**src/rtl/fifo_stream_reader.sv**
```systemverilog
// rtl/fifo_stream_reader.sv - registered-FIFO read drainer presenting a framed valid/ready stream
//
// Purpose:
//   Pulls words out of a FIFO whose read data appears one cycle after an
//   accepted read. Words land in a two-entry buffer (head + skid) that drives
//   a valid/ready stream. The FIFO's read latency is hidden from downstream
//   backpressure, and the stream sustains one beat per cycle. m_last marks
//   every BURST_LEN-th beat.
//
// Ports:
//   clk        - single clock, rising edge
//   rst_n      - asynchronous active-low reset
//   flush      - synchronous clear of buffer, in-flight read and beat counter
//   fifo_rd_en - FIFO read request (combinational)
//   fifo_dout  - FIFO read data, valid the cycle after an accepted read
//   fifo_empty - FIFO empty flag
//   m_data     - stream data (head entry)
//   m_valid    - stream data valid
//   m_ready    - downstream accept
//   m_last     - final beat of a BURST_LEN-beat frame

module fifo_stream_reader #(
  parameter int DATA_WIDTH = 8,
  parameter int BURST_LEN  = 16,
  parameter int CNT_WIDTH  = (BURST_LEN > 1) ? $clog2(BURST_LEN) : 1
) (
  input  logic                  clk,
  input  logic                  rst_n,
  input  logic                  flush,
  output logic                  fifo_rd_en,
  input  logic [DATA_WIDTH-1:0] fifo_dout,
  input  logic                  fifo_empty,
  output logic [DATA_WIDTH-1:0] m_data,
  output logic                  m_valid,
  input  logic                  m_ready,
  output logic                  m_last
);

  localparam logic [CNT_WIDTH-1:0] LAST_BEAT = CNT_WIDTH'(BURST_LEN - 1);

  logic [1:0]            occ;
  logic                  pend;
  logic [DATA_WIDTH-1:0] head_q;
  logic [DATA_WIDTH-1:0] skid_q;
  logic [CNT_WIDTH-1:0]  beat_cnt;

  logic                  pop;
  logic [2:0]            credit_use;
  logic [1:0]            occ_after_pop;

  assign m_valid = (occ != 2'd0);
  assign m_data  = head_q;
  assign m_last  = m_valid && (beat_cnt == LAST_BEAT);

  // A new read is only issued if its word is guaranteed a buffer slot when
  // it arrives next cycle: buffered + in-flight words left after this
  // cycle's pop must be below the two-entry capacity. This keeps occ+pend
  // at most 2, so the buffer can never overflow.
  always_comb begin
    pop           = m_valid && m_ready;
    credit_use    = {1'b0, occ} + {2'b00, pend} - {2'b00, pop};
    fifo_rd_en    = rst_n && !flush && !fifo_empty && (credit_use < 3'd2);
    occ_after_pop = occ - {1'b0, pop};
  end

  always_ff @(posedge clk or negedge rst_n) begin
    if (!rst_n) begin
      occ      <= 2'd0;
      pend     <= 1'b0;
      head_q   <= '0;
      skid_q   <= '0;
      beat_cnt <= '0;
    end else if (flush) begin
      // The data slots keep stale contents; m_valid is low so they are
      // never observed.
      occ      <= 2'd0;
      pend     <= 1'b0;
      beat_cnt <= '0;
    end else begin
      pend <= fifo_rd_en;
      occ  <= occ_after_pop + {1'b0, pend};

      if (pop) begin
        head_q   <= skid_q;
        beat_cnt <= (beat_cnt == LAST_BEAT) ? '0 : beat_cnt + 1'b1;
      end

      // The arriving word goes to the first free slot after the pop. This
      // later assignment wins over the skid->head shift when the buffer
      // drains to empty in the same cycle.
      if (pend) begin
        if (occ_after_pop == 2'd0) begin
          head_q <= fifo_dout;
        end else begin
          skid_q <= fifo_dout;
        end
      end
    end
  end

endmodule

```
**config.mk**
```make
export PLATFORM = sky130hd
export DESIGN_NAME = fifo_stream_reader
export DESIGN_NICKNAME = d
export VERILOG_FILES = /design/src/rtl/fifo_stream_reader.sv
export SDC_FILE = /design/constraint.sdc
export NUM_CORES = 1
export LEC_CHECK = 0
export BUFFER_PORTS_ARGS = -buffer_cell sky130_fd_sc_hd__buf_2
export CAP_MARGIN = 20
export CORE_MARGIN = 5
export CORE_UTILIZATION = 57
export CTS_CLUSTER_SIZE = 16
export DETAILED_ROUTE_END_ITERATION = 10
export PLACE_DENSITY = 0.81
export SYNTH_ARGS = -nofsm -noshare
export SYNTH_HDL_FRONTEND = slang
export SYNTH_SLANG_ARGS = --single-unit
```
**constraint.sdc**
```tcl
create_clock -name clk -period 5.4 [get_ports clk]
set_input_delay 0.54 -clock clk [delete_from_list [all_inputs] [get_ports clk]]
set_output_delay 0.54 -clock clk [all_outputs]
set_load 0.01 [all_outputs]
```
==> results.sh, run 1 <==
export IMPL_drc_errors=0
export IMPL_status="complete, no violations"
export IMPL_post_cts_resized=0
export IMPL_cp_end_kind="output pin"
export IMPL_area_delta_synth_final_pct=13.5
export IMPL_numPortBuffers=23
export IMPL_fin_skew_ps=6.39
export IMPL_tightest_slew_ps=507
export IMPL_numCtsBuffers=3
export IMPL_cts_root_buffer="clkbuf_4"
export IMPL_fp_dieH_um=55.5
export IMPL_synthFlopType="dfrtp_1"
export IMPL_synth_top_area_cell="dfrtp_1"
export IMPL_post_cts_setup_buffers=0
export IMPL_finalHoldViolCount=0
export IMPL_start_util_pct=60.2
export IMPL_gr_total_overflow=0
export IMPL_post_drt_wl_per_cell_um=15.4
export IMPL_io_pins=24
export IMPL_final_nets=136
export IMPL_antenna_found_initial=0
export IMPL_synth_edff_count=0
export IMPL_postSynthAreaPerCell_um2=12.6
export IMPL_drive_gt1_share_pct=37.8
export IMPL_min_path_type="in -> async"
export IMPL_critPathKind="reg -> out"
export IMPL_synthArstFlopShare_pct=100
export IMPL_grt_pass1_vias=833
export IMPL_cts_sinks=23
export IMPL_syn_area_um2=1180
export IMPL_power_density_nw_per_um2=274
export IMPL_rsz0062_at_grt="no"
export IMPL_postCtsHoldBufs=0
export IMPL_synth_cell_types=33
export IMPL_num_rows=16
export IMPL_period_minus_slack_ps=2800
export IMPL_worst_setup_path_start_kind="flop"
export IMPL_hpwl_mm=1.62
export IMPL_fin_tns_setup_ps=0
export IMPL_vias=837
export IMPL_placed_area_um2=1310
export IMPL_clk_latency_ps=310
export IMPL_arrival_ps=2260
export IMPL_timing_hold_ws_ps=178
export IMPL_synthCells=94
export IMPL_final_antenna_net_count=0
export IMPL_syn_nets=110
export IMPL_drv_cap=0
export IMPL_cts_tree="done"
export IMPL_clk_pin_slew_ps=120
export IMPL_synth_top_cell_area_share_pct=48.7
export IMPL_p_total_uw=367
export IMPL_chipWidth_um=55.5
export IMPL_slew_viol_final=0
export IMPL_track_usage_pct=15.4
export IMPL_timing_final_crit_share_pct=51.9
export IMPL_clockBufferDepth=2
export IMPL_dieArea_um2=3080
export IMPL_yosys_top_cells_area="dfrtp_1 49%, mux2_4 10%, a2bb2oi_1 5.2%"
export IMPL_crit_required_ps=4860
export IMPL_cp_max_fo=9
export IMPL_htree_levels=1
export IMPL_vias_per_cell=5.73
export IMPL_power_ir_vdd_worst_v=0.000161
export IMPL_fin_area_um2=1340
export IMPL_p_leak_nw=0.683
export IMPL_dr_pass1_iters=4
export IMPL_max_freq_mhz=357
export IMPL_place_congestion=0.722
export IMPL_yosysSeqAreaShare_pct=48.7
export IMPL_grt_max_degree=25
export IMPL_core_area_um2=1960
export IMPL_max_slew_margin_rel_pct=66.2
export IMPL_drt_iter0_markers=9
export IMPL_insertedDiodeCount=0
export IMPL_routed_wl_mm=2.24
export IMPL_grt_pass1_wl_mm=3.80
export IMPL_ys_seq_elements=23
export IMPL_setup_violations=0
export IMPL_yosys_warnings=0
==> cell usage in the layout, fill, tap and decap left out, types with 2 or more instances in the layout <==
master,Yosys,layout
a21oi_1,4,4
nor2_1,6,6
a2bb2oi_1,7,7
xor2_1,4,4
ha_1,2,2
o21ai_0,2,2
dfrtp_1,23,23
o22ai_1,7,7
mux2_4,8,8
clkbuf_4,0,3
buf_2,1,23
inv_1,2,2
nand2_1,7,7
==> Yosys cell counts, drive strengths merged, types with 2 or more instances <==
library cell  count
a21oi             5
a2bb2oi           7
buf               2
dfrtp            23
ha                2
inv               3
mux2              8
nand2             8
nand2b            2
nand3b            2
nor2              6
o21ai             3
o22ai             8
xor2              4
==> area by class of cell <==
type	instances	area, µm²
fill	152	622
multi-input combinational	66	578
sequential	23	576
timing repair buffer	23	115
tap	27	33.8
clock buffer	4	26.3
inverter	3	11.3
==> layer usage <==
layer | track usage, % | vias up | routed length (µm)
met1 | 19.2 | 423 | 999
li1 | - | 392 | -
met2 | 25.2 | 18 | 1140
met5 | 0 | - | 0
met3 | 3.73 | 4 | 78
met4 | 6.94 | 0 | 25
==> power breakdown <==
part           switching [mW]  leakage (nW)  internal [mW]
clock                  0.0502        0.0150         0.0288
combinational          0.0374         0.370         0.0423
sequential             0.0140         0.298          0.195
==> worst max-delay path: stages, from the launching register on <==
cell     delay (ps)
dfrtp_1         500
o21ai_1         440
nor2_1          120
fa_1            530
nand4_1         120
nor2_1          130
buf_2           130
==> metrics by stage <==
step / utilization (%) / setup WS (ps) / cells
2_1_floorplan: - / 3080 / 94
3_3_place_gp: 67.0 / 2930 / 142
3_5_place_dp: 67.0 / 2850 / 142
4_1_cts: 68.3 / 2560 / 146
5_1_grt: 68.3 / 2410 / 146
6_report: 68.3 / 2600 / 146
==> state kept, by name, indices dropped and copies added (netlist names) <==
signal,cells
beat_cnt,4
occ,2
m_data,8
pend,1
skid_q,8
==> cells by family (layout without fill, tap and decap cells) <==
group	count (synthesis)	after routing	share of synthesized area [%]
AO/OA/AOI/OAI	26	26	17.5
XOR/XNOR	4	4	2.97
adder cells (fa/ha/maj)	3	3	3.81
flip-flops	23	23	48.7
multiplexers	8	8	10.2
buffers and inverters	5	30	2.33
AND/OR/NAND/NOR	25	25	14.5
==> path summary, 6_finish.rpt <==
check	from	endpoint	slack [ps]	cells past startpoint
worst min-delay path	rst_n	m_data[6]$_DFFE_PN0N_	180	1
min in group clk	fifo_dout[7]	skid_q[7]$_DFFE_PN0P_	470	2
worst max register to register	occ[1]$_DFF_PN0_	pend$_DFF_PN0_	3510	5
max in group asynchronous	rst_n	skid_q[0]$_DFFE_PN0P_	4880	1
worst min register to register	m_data[6]$_DFFE_PN0N_	m_data[6]$_DFFE_PN0N_	520	1
worst max-delay path	occ[1]$_DFF_PN0_	fifo_rd_en	2600	6
(Power assumes the default switching activity.)
==> run 2: changes to the inputs <==
--- a/config.mk
+++ b/config.mk
@@ -8,10 +8,10 @@
 export BUFFER_PORTS_ARGS = -buffer_cell sky130_fd_sc_hd__buf_2
 export CAP_MARGIN = 20
 export CORE_MARGIN = 5
-export CORE_UTILIZATION = 57
+export CORE_UTILIZATION = 48
 export CTS_CLUSTER_SIZE = 16
 export DETAILED_ROUTE_END_ITERATION = 10
-export PLACE_DENSITY = 0.81
+export PLACE_DENSITY = 0.73
 export SYNTH_ARGS = -nofsm -noshare
 export SYNTH_HDL_FRONTEND = slang
 export SYNTH_SLANG_ARGS = --single-unit
==> constraint.sdc (replaced) <==
create_clock -name clk -period 2.3 [get_ports clk]
set_input_delay 0.23 -clock clk [delete_from_list [all_inputs] [get_ports clk]]
set_output_delay 0.23 -clock clk [all_outputs]
set_load 0.01 [all_outputs]
==> run 2 against run 1 <==
Net effect:
- clock-buffer cell count is 1 lower
- highest routed layer unchanged
- sequential share of layout area decreased by 1.4 points
- power increased by 140%
- first-iteration DRC count grew 44%
- clock power is 140% higher
- final cell count grew 5.5%
- worst hold slack worse by 21 ps
- sequential cell count is the same
- cell area grew 3.9%
- core utilization fell by 11 points
- via count increased by 0.48%
==> results.sh, run 2 (synthesis results as in run 1) <==
export IMPL_p_leak_nw=0.705
export IMPL_finalHoldViolCount=0
export IMPL_max_stage_delay_ps=500
export IMPL_power_ir_vdd_worst_v=0.000431
export IMPL_core_area_um2=2410
export IMPL_critPathKind="reg -> out"
export IMPL_cts_sinks=23
export IMPL_chipWidth_um=59.6
export IMPL_hpwl_mm=1.64
export IMPL_dieArea_um2=3550
export IMPL_crit_top_cell="nor2_1"
export IMPL_final_nets=141
export IMPL_numPortBuffers=23
export IMPL_antenna_found_initial=0
export IMPL_dr_pass1_iters=4
export IMPL_cp_end_kind="output pin"
export IMPL_drv_cap=0
export IMPL_p_seq_share_pct=56.5
export IMPL_slew_viol_final=0
export IMPL_rsz0062_at_grt="no"
export IMPL_busiest_layer="met2"
export IMPL_clk_latency_ps=310
export IMPL_place_congestion=0.820
export IMPL_arrival_ps=1870
export IMPL_grt_pass1_vias=872
export IMPL_r2r_cells=5
export IMPL_vias=841
export IMPL_cts_root_buffer="clkbuf_4"
export IMPL_clockBufferDepth=2
export IMPL_track_usage_pct=15.0
export IMPL_path_cells="o21ai_2, nor2_1, fa_1, nand4_1, nor2_1, buf_2"
export IMPL_insertedDiodeCount=0
export IMPL_vias_per_cell=5.46
export IMPL_path_delay_family="adder cells"
export IMPL_drive_gt1_share_pct=43.5
export IMPL_rr_startpoint="occ[1]$_DFF_PN0_"
export IMPL_p_switching_uw=243
export IMPL_fp_dieH_um=59.6
export IMPL_drc_errors=0
export IMPL_grt_use_met3_pct=5.23
export IMPL_grt_pass1_wl_mm=3.95
export IMPL_fin_skew_ps=6.56
export IMPL_hold_path_end="skid_q[0]$_DFFE_PN0P_"
export IMPL_mostFrequentLayoutCell="buf_2"
export IMPL_final_antenna_net_count=0
export IMPL_power_density_nw_per_um2=623
export IMPL_cp_max_fo=7
export IMPL_grt_max_degree=24
export IMPL_numCtsBuffers=3
export IMPL_gr_usage_met2_pct=24.2
export IMPL_htree_levels=1
export IMPL_p_comb_share_pct=21.9
export IMPL_crit_required_ps=2070
export IMPL_post_drt_wl_per_cell_um=14.9
export IMPL_rr_endpoint="m_data[3]$_DFFE_PN0N_"
export IMPL_r2r_slack_ps=760
export IMPL_power_share_clock_pct=21.6
export IMPL_p_sw_share_pct=28.0
export IMPL_max_slew_margin_rel_pct=80.2
export IMPL_routed_wl_mm=2.29
export IMPL_hold_start="fifo_dout[0]"
export IMPL_placed_area_um2=1330
export IMPL_io_pins=24
export IMPL_cts_tree="done"
export IMPL_status="complete, no violations"
export IMPL_area_delta_synth_final_pct=17.9
export IMPL_min_path_type="in -> reg"
export IMPL_start_util_pct=49.0
export IMPL_drt_iter0_markers=13
export IMPL_gr_total_overflow=0
export IMPL_slowest_stage="fa_1"
export IMPL_max_freq_mhz=476
export IMPL_use_met1_pct=18.8
export IMPL_fillers=199
export IMPL_path_buf_inv=1
export IMPL_worst_setup_path_start_kind="flop"
export IMPL_fin_area_um2=1390
export IMPL_setup_violations=0
export IMPL_holdPathStages=2
export IMPL_num_rows=18
export IMPL_timing_final_crit_share_pct=91.3
export IMPL_clk_pin_slew_ps=130
export IMPL_period_minus_slack_ps=2100
export IMPL_p_int_uw=625
export IMPL_layout_common_cells="23 x buf_2, 20 x dfrtp_1, 8 x mux2_4"
export IMPL_fin_tns_setup_ps=0
export IMPL_tightest_slew_ps=297
run 2: area by class of cell:
cell class | instances | area [µm²] | share of cell area (%)
multi-input combinational | 66 | 582 | 41.8
timing repair buffer | 28 | 155 | 11.1
clock buffer | 3 | 22.5 | 1.62
sequential | 23 | 579 | 41.6
clock inverter | 1 | 5.00 | 0.359
inverter | 3 | 11.3 | 0.809
tap | 30 | 37.5 | 2.70
run 2: worst max-delay path by stage:
stage,start,endpoint,slack (ps),cells after the start
4_1_cts,occ[1]$_DFF_PN0_,fifo_rd_en,100,6
3_3_place_gp,occ[1]$_DFF_PN0_,fifo_rd_en,520,6
3_5_place_dp,occ[1]$_DFF_PN0_,fifo_rd_en,480,6
5_1_grt,occ[0]$_DFF_PN0_,fifo_rd_en,20,6
2_1_floorplan,occ[1]$_DFF_PN0_,fifo_rd_en,370,5
6_report,occ[0]$_DFF_PN0_,fifo_rd_en,200,6
run 2: through the flow:
stage | util (%) | hold slack (ps) | setup WS [ps] | cells | total power [mW]
after floorplan | - | -65.6 | 368 | 94 | 0.607
after global placement | 55.3 | 254 | 515 | 147 | 0.683
after detailed placement | 55.3 | 249 | 480 | 147 | 0.689
after CTS | 56.9 | 143 | 100 | 152 | 0.883
after global routing | 57.8 | 131 | 19.5 | 154 | 0.921
final | 57.8 | 157 | 199 | 154 | 0.868
run 2: timing repair:
action                                  CTS  global route
endpoints found under the setup margin    0             1
hold buffers                              1             0
endpoints found under the hold margin    23             0
resized for setup                         0             4
setup buffers                             0             2
run 2: power by group through the flow:
stage / sequential, mW / clock [mW] / combinational (mW)
global route: 0.498 / 0.212 / 0.211
detailed placement: 0.497 / 0 / 0.192
floorplan: 0.515 / 0 / 0.0924
CTS: 0.490 / 0.200 / 0.194
global placement: 0.494 / 0 / 0.189
finish: 0.490 / 0.187 / 0.190
run 2: worst reg2reg max path, cell delays in order, from the launching register on:
cell	delay, ps
dfrtp_2	460
buf_4	160
and2b_4	260
nand2_4	110
a21oi_4	300
a2bb2oi_1	190
run 2: per-layer routing:
layer / share of wire, % / up-vias / wire length, µm
met2: 47 / 23 / 1080
met4: 1.2 / 0 / 27
li1: - / 408 / -
met3: 7.4 / 5 / 169
met1: 44 / 405 / 1020
met5: 0 / - / 0
==> run 3: changes to the inputs <==
--- a/config.mk
+++ b/config.mk
@@ -8,10 +8,10 @@
 export BUFFER_PORTS_ARGS = -buffer_cell sky130_fd_sc_hd__buf_2
 export CAP_MARGIN = 20
 export CORE_MARGIN = 5
-export CORE_UTILIZATION = 48
+export CORE_UTILIZATION = 40
 export CTS_CLUSTER_SIZE = 16
 export DETAILED_ROUTE_END_ITERATION = 10
-export PLACE_DENSITY = 0.73
+export PLACE_DENSITY = 0.63
 export SYNTH_ARGS = -nofsm -noshare
 export SYNTH_HDL_FRONTEND = slang
 export SYNTH_SLANG_ARGS = --single-unit
==> run 3 against run 2 <==
Net effect:
- routed wire length up 7.1%
- final cell count down 0.65%
- worst hold slack improved by 0.93 ps
- non-clock buffer count shrank 2
- power is 0.12% higher
- die area is 17% higher
- maximum frequency shrank 1.7%
- combinational power hardly changed
- core utilization fell by 8.8 points
- sequential cell count unchanged
==> results.sh, run 3 (synthesis results as in run 1) <==
export IMPL_p_sw_share_pct=28.1
export IMPL_io_pins=24
export IMPL_p_leak_nw=0.696
export IMPL_dieArea_um2=4140
export IMPL_p_total_uw=869
export IMPL_rr_startpoint="occ[1]$_DFF_PN0_"
export IMPL_r2r_cells=5
export IMPL_p_int_uw=624
export IMPL_rsz0062_at_grt="no"
export IMPL_slew_viol_final=0
export IMPL_tightest_slew_ps=294
export IMPL_chipWidth_um=64.3
export IMPL_numCtsBuffers=3
export IMPL_grt_pass1_vias=937
export IMPL_max_stage_delay_ps=510
export IMPL_power_share_clock_pct=21.7
export IMPL_cts_root_buffer="clkbuf_4"
export IMPL_holdPathStages=2
export IMPL_critPathKind="reg -> out"
export IMPL_slowest_stage="fa_1"
export IMPL_start_util_pct=42.1
export IMPL_mostFrequentLayoutCell="buf_2"
export IMPL_rr_endpoint="pend$_DFF_PN0_"
export IMPL_num_rows=19
export IMPL_path_cells="o21ai_1, nor2_1, fa_1, nand4_1, nor2_1, buf_2"
export IMPL_post_cts_setup_buffers=0
export IMPL_cts_sinks=23
export IMPL_clk_latency_ps=310
export IMPL_post_drt_wl_per_cell_um=16.0
export IMPL_period_minus_slack_ps=2140
export IMPL_min_path_type="in -> reg"
export IMPL_clk_pin_slew_ps=130
export IMPL_insertedDiodeCount=0
export IMPL_track_usage_pct=13.5
export IMPL_hold_start="fifo_dout[5]"
export IMPL_layout_common_cells="23 x buf_2, 21 x dfrtp_1, 8 x mux2_4"
export IMPL_finalHoldViolCount=0
export IMPL_power_density_nw_per_um2=632
export IMPL_area_delta_synth_final_pct=16.3
export IMPL_crit_required_ps=2070
export IMPL_drv_cap=0
export IMPL_final_antenna_net_count=0
export IMPL_final_nets=139
export IMPL_p_comb_share_pct=22.0
export IMPL_htree_levels=1
export IMPL_drc_errors=0
export IMPL_fin_tns_setup_ps=0
export IMPL_clockBufferDepth=2
export IMPL_timing_final_crit_share_pct=92.9
export IMPL_fin_skew_ps=0.967
export IMPL_gr_total_overflow=0
export IMPL_arrival_ps=1910
export IMPL_antenna_found_initial=0
export IMPL_grt_max_degree=24
export IMPL_cp_max_fo=9
export IMPL_status="complete, no violations"
export IMPL_power_ir_vdd_worst_v=0.000361
export IMPL_r2r_slack_ps=770
export IMPL_layoutNonFillerInstCount=153
export IMPL_seqCellArea_um2=578
export IMPL_numPortBuffers=23
export IMPL_startpoint="occ[1]$_DFF_PN0_"
export IMPL_dr_pass1_iters=4
export IMPL_drt_iter0_markers=22
export IMPL_vias_per_cell=5.46
export IMPL_crit_top_cell="nor2_1"
export IMPL_p_switching_uw=244
export IMPL_dp_cells=148
export IMPL_multi_input_area_um2=578
export IMPL_cts_tree="done"
export IMPL_max_slew_margin_rel_pct=80.4
export IMPL_vias=836
export IMPL_grt_pass1_wl_mm=4.37
export IMPL_core_area_um2=2810
export IMPL_worst_setup_path_start_kind="flop"
export IMPL_hold_path_end="skid_q[5]$_DFFE_PN0P_"
export IMPL_setup_violations=0
export IMPL_drive_gt1_share_pct=41.0
export IMPL_routed_wl_mm=2.45
export IMPL_fp_dieH_um=64.3
export IMPL_p_seq_share_pct=56.2
export IMPL_fillers=265
export IMPL_place_congestion=0.775
export IMPL_hpwl_mm=1.81
export IMPL_cp_end_kind="output pin"
export IMPL_max_freq_mhz=468
## run 3: timing repair
item / 4_1_cts / 5_1_grt
endpoints found under the setup margin: 0 / 1
hold endpoints to repair: 23 / 0
hold buffers: 1 / 0
gates resized for setup: 0 / 2
## run 3: per-layer routing
metal / global-route usage (%) / wire length [µm] / up-vias
li1: - / - / 395
met2: 22.4 / 1180 / 19
met4: 3.43 / 17 / 0
met3: 4.73 / 152 / 2
met5: 0 / 0 / -
met1: 16.7 / 1100 / 420
## run 3: how the worst max path moves through the flow
stage,end,slack (ps),cells after the start
CTS,fifo_rd_en,100,6
detailed placement,fifo_rd_en,470,6
finish,fifo_rd_en,160,6
global route,fifo_rd_en,20,6
global placement,fifo_rd_en,510,6
floorplan,fifo_rd_en,370,5
## run 3: worst max-delay path: cells and delay by family (launching register included)
kind                       cells  cell delay (ps)
buffers and inverters          1              130
and+or+nand+nor                3              300
AOI/OAI and AO/OA              1              170
DFF                            1              490
adders and majority gates      1              510
## run 3: area by class of cell
cell class              instances  share of cell area (%)
clock buffers                   3                    1.64
flip-flops and latches         23                    42.1
clock inverters                 1                   0.364
multi-input cells              66                    42.1
inverters                       3                   0.820
repair buffers                 26                    10.2
well taps                      31                    2.82
## run 3: power groups by stage
| stage | combinational, mW | clock, mW | sequential, mW |
|---|---|---|---|
| after detailed placement | 0.194 | 0 | 0.497 |
| after global placement | 0.191 | 0 | 0.494 |
| after CTS | 0.197 | 0.199 | 0.489 |
| after global routing | 0.214 | 0.220 | 0.500 |
| after floorplan | 0.0924 | 0 | 0.515 |
| final | 0.191 | 0.189 | 0.488 |
## run 3: stage by stage
stage | hold WS (ps) | worst slack (ps) | util (%) | instance area, µm²
after floorplan | -65.6 | 368 | - | 1180
after global placement | 258 | 513 | 47.5 | 1330
after detailed placement | 262 | 473 | 47.5 | 1330
after CTS | 148 | 105 | 48.9 | 1370
after global routing | 129 | 16.6 | 49.0 | 1370
final | 158 | 162 | 49.0 | 1370
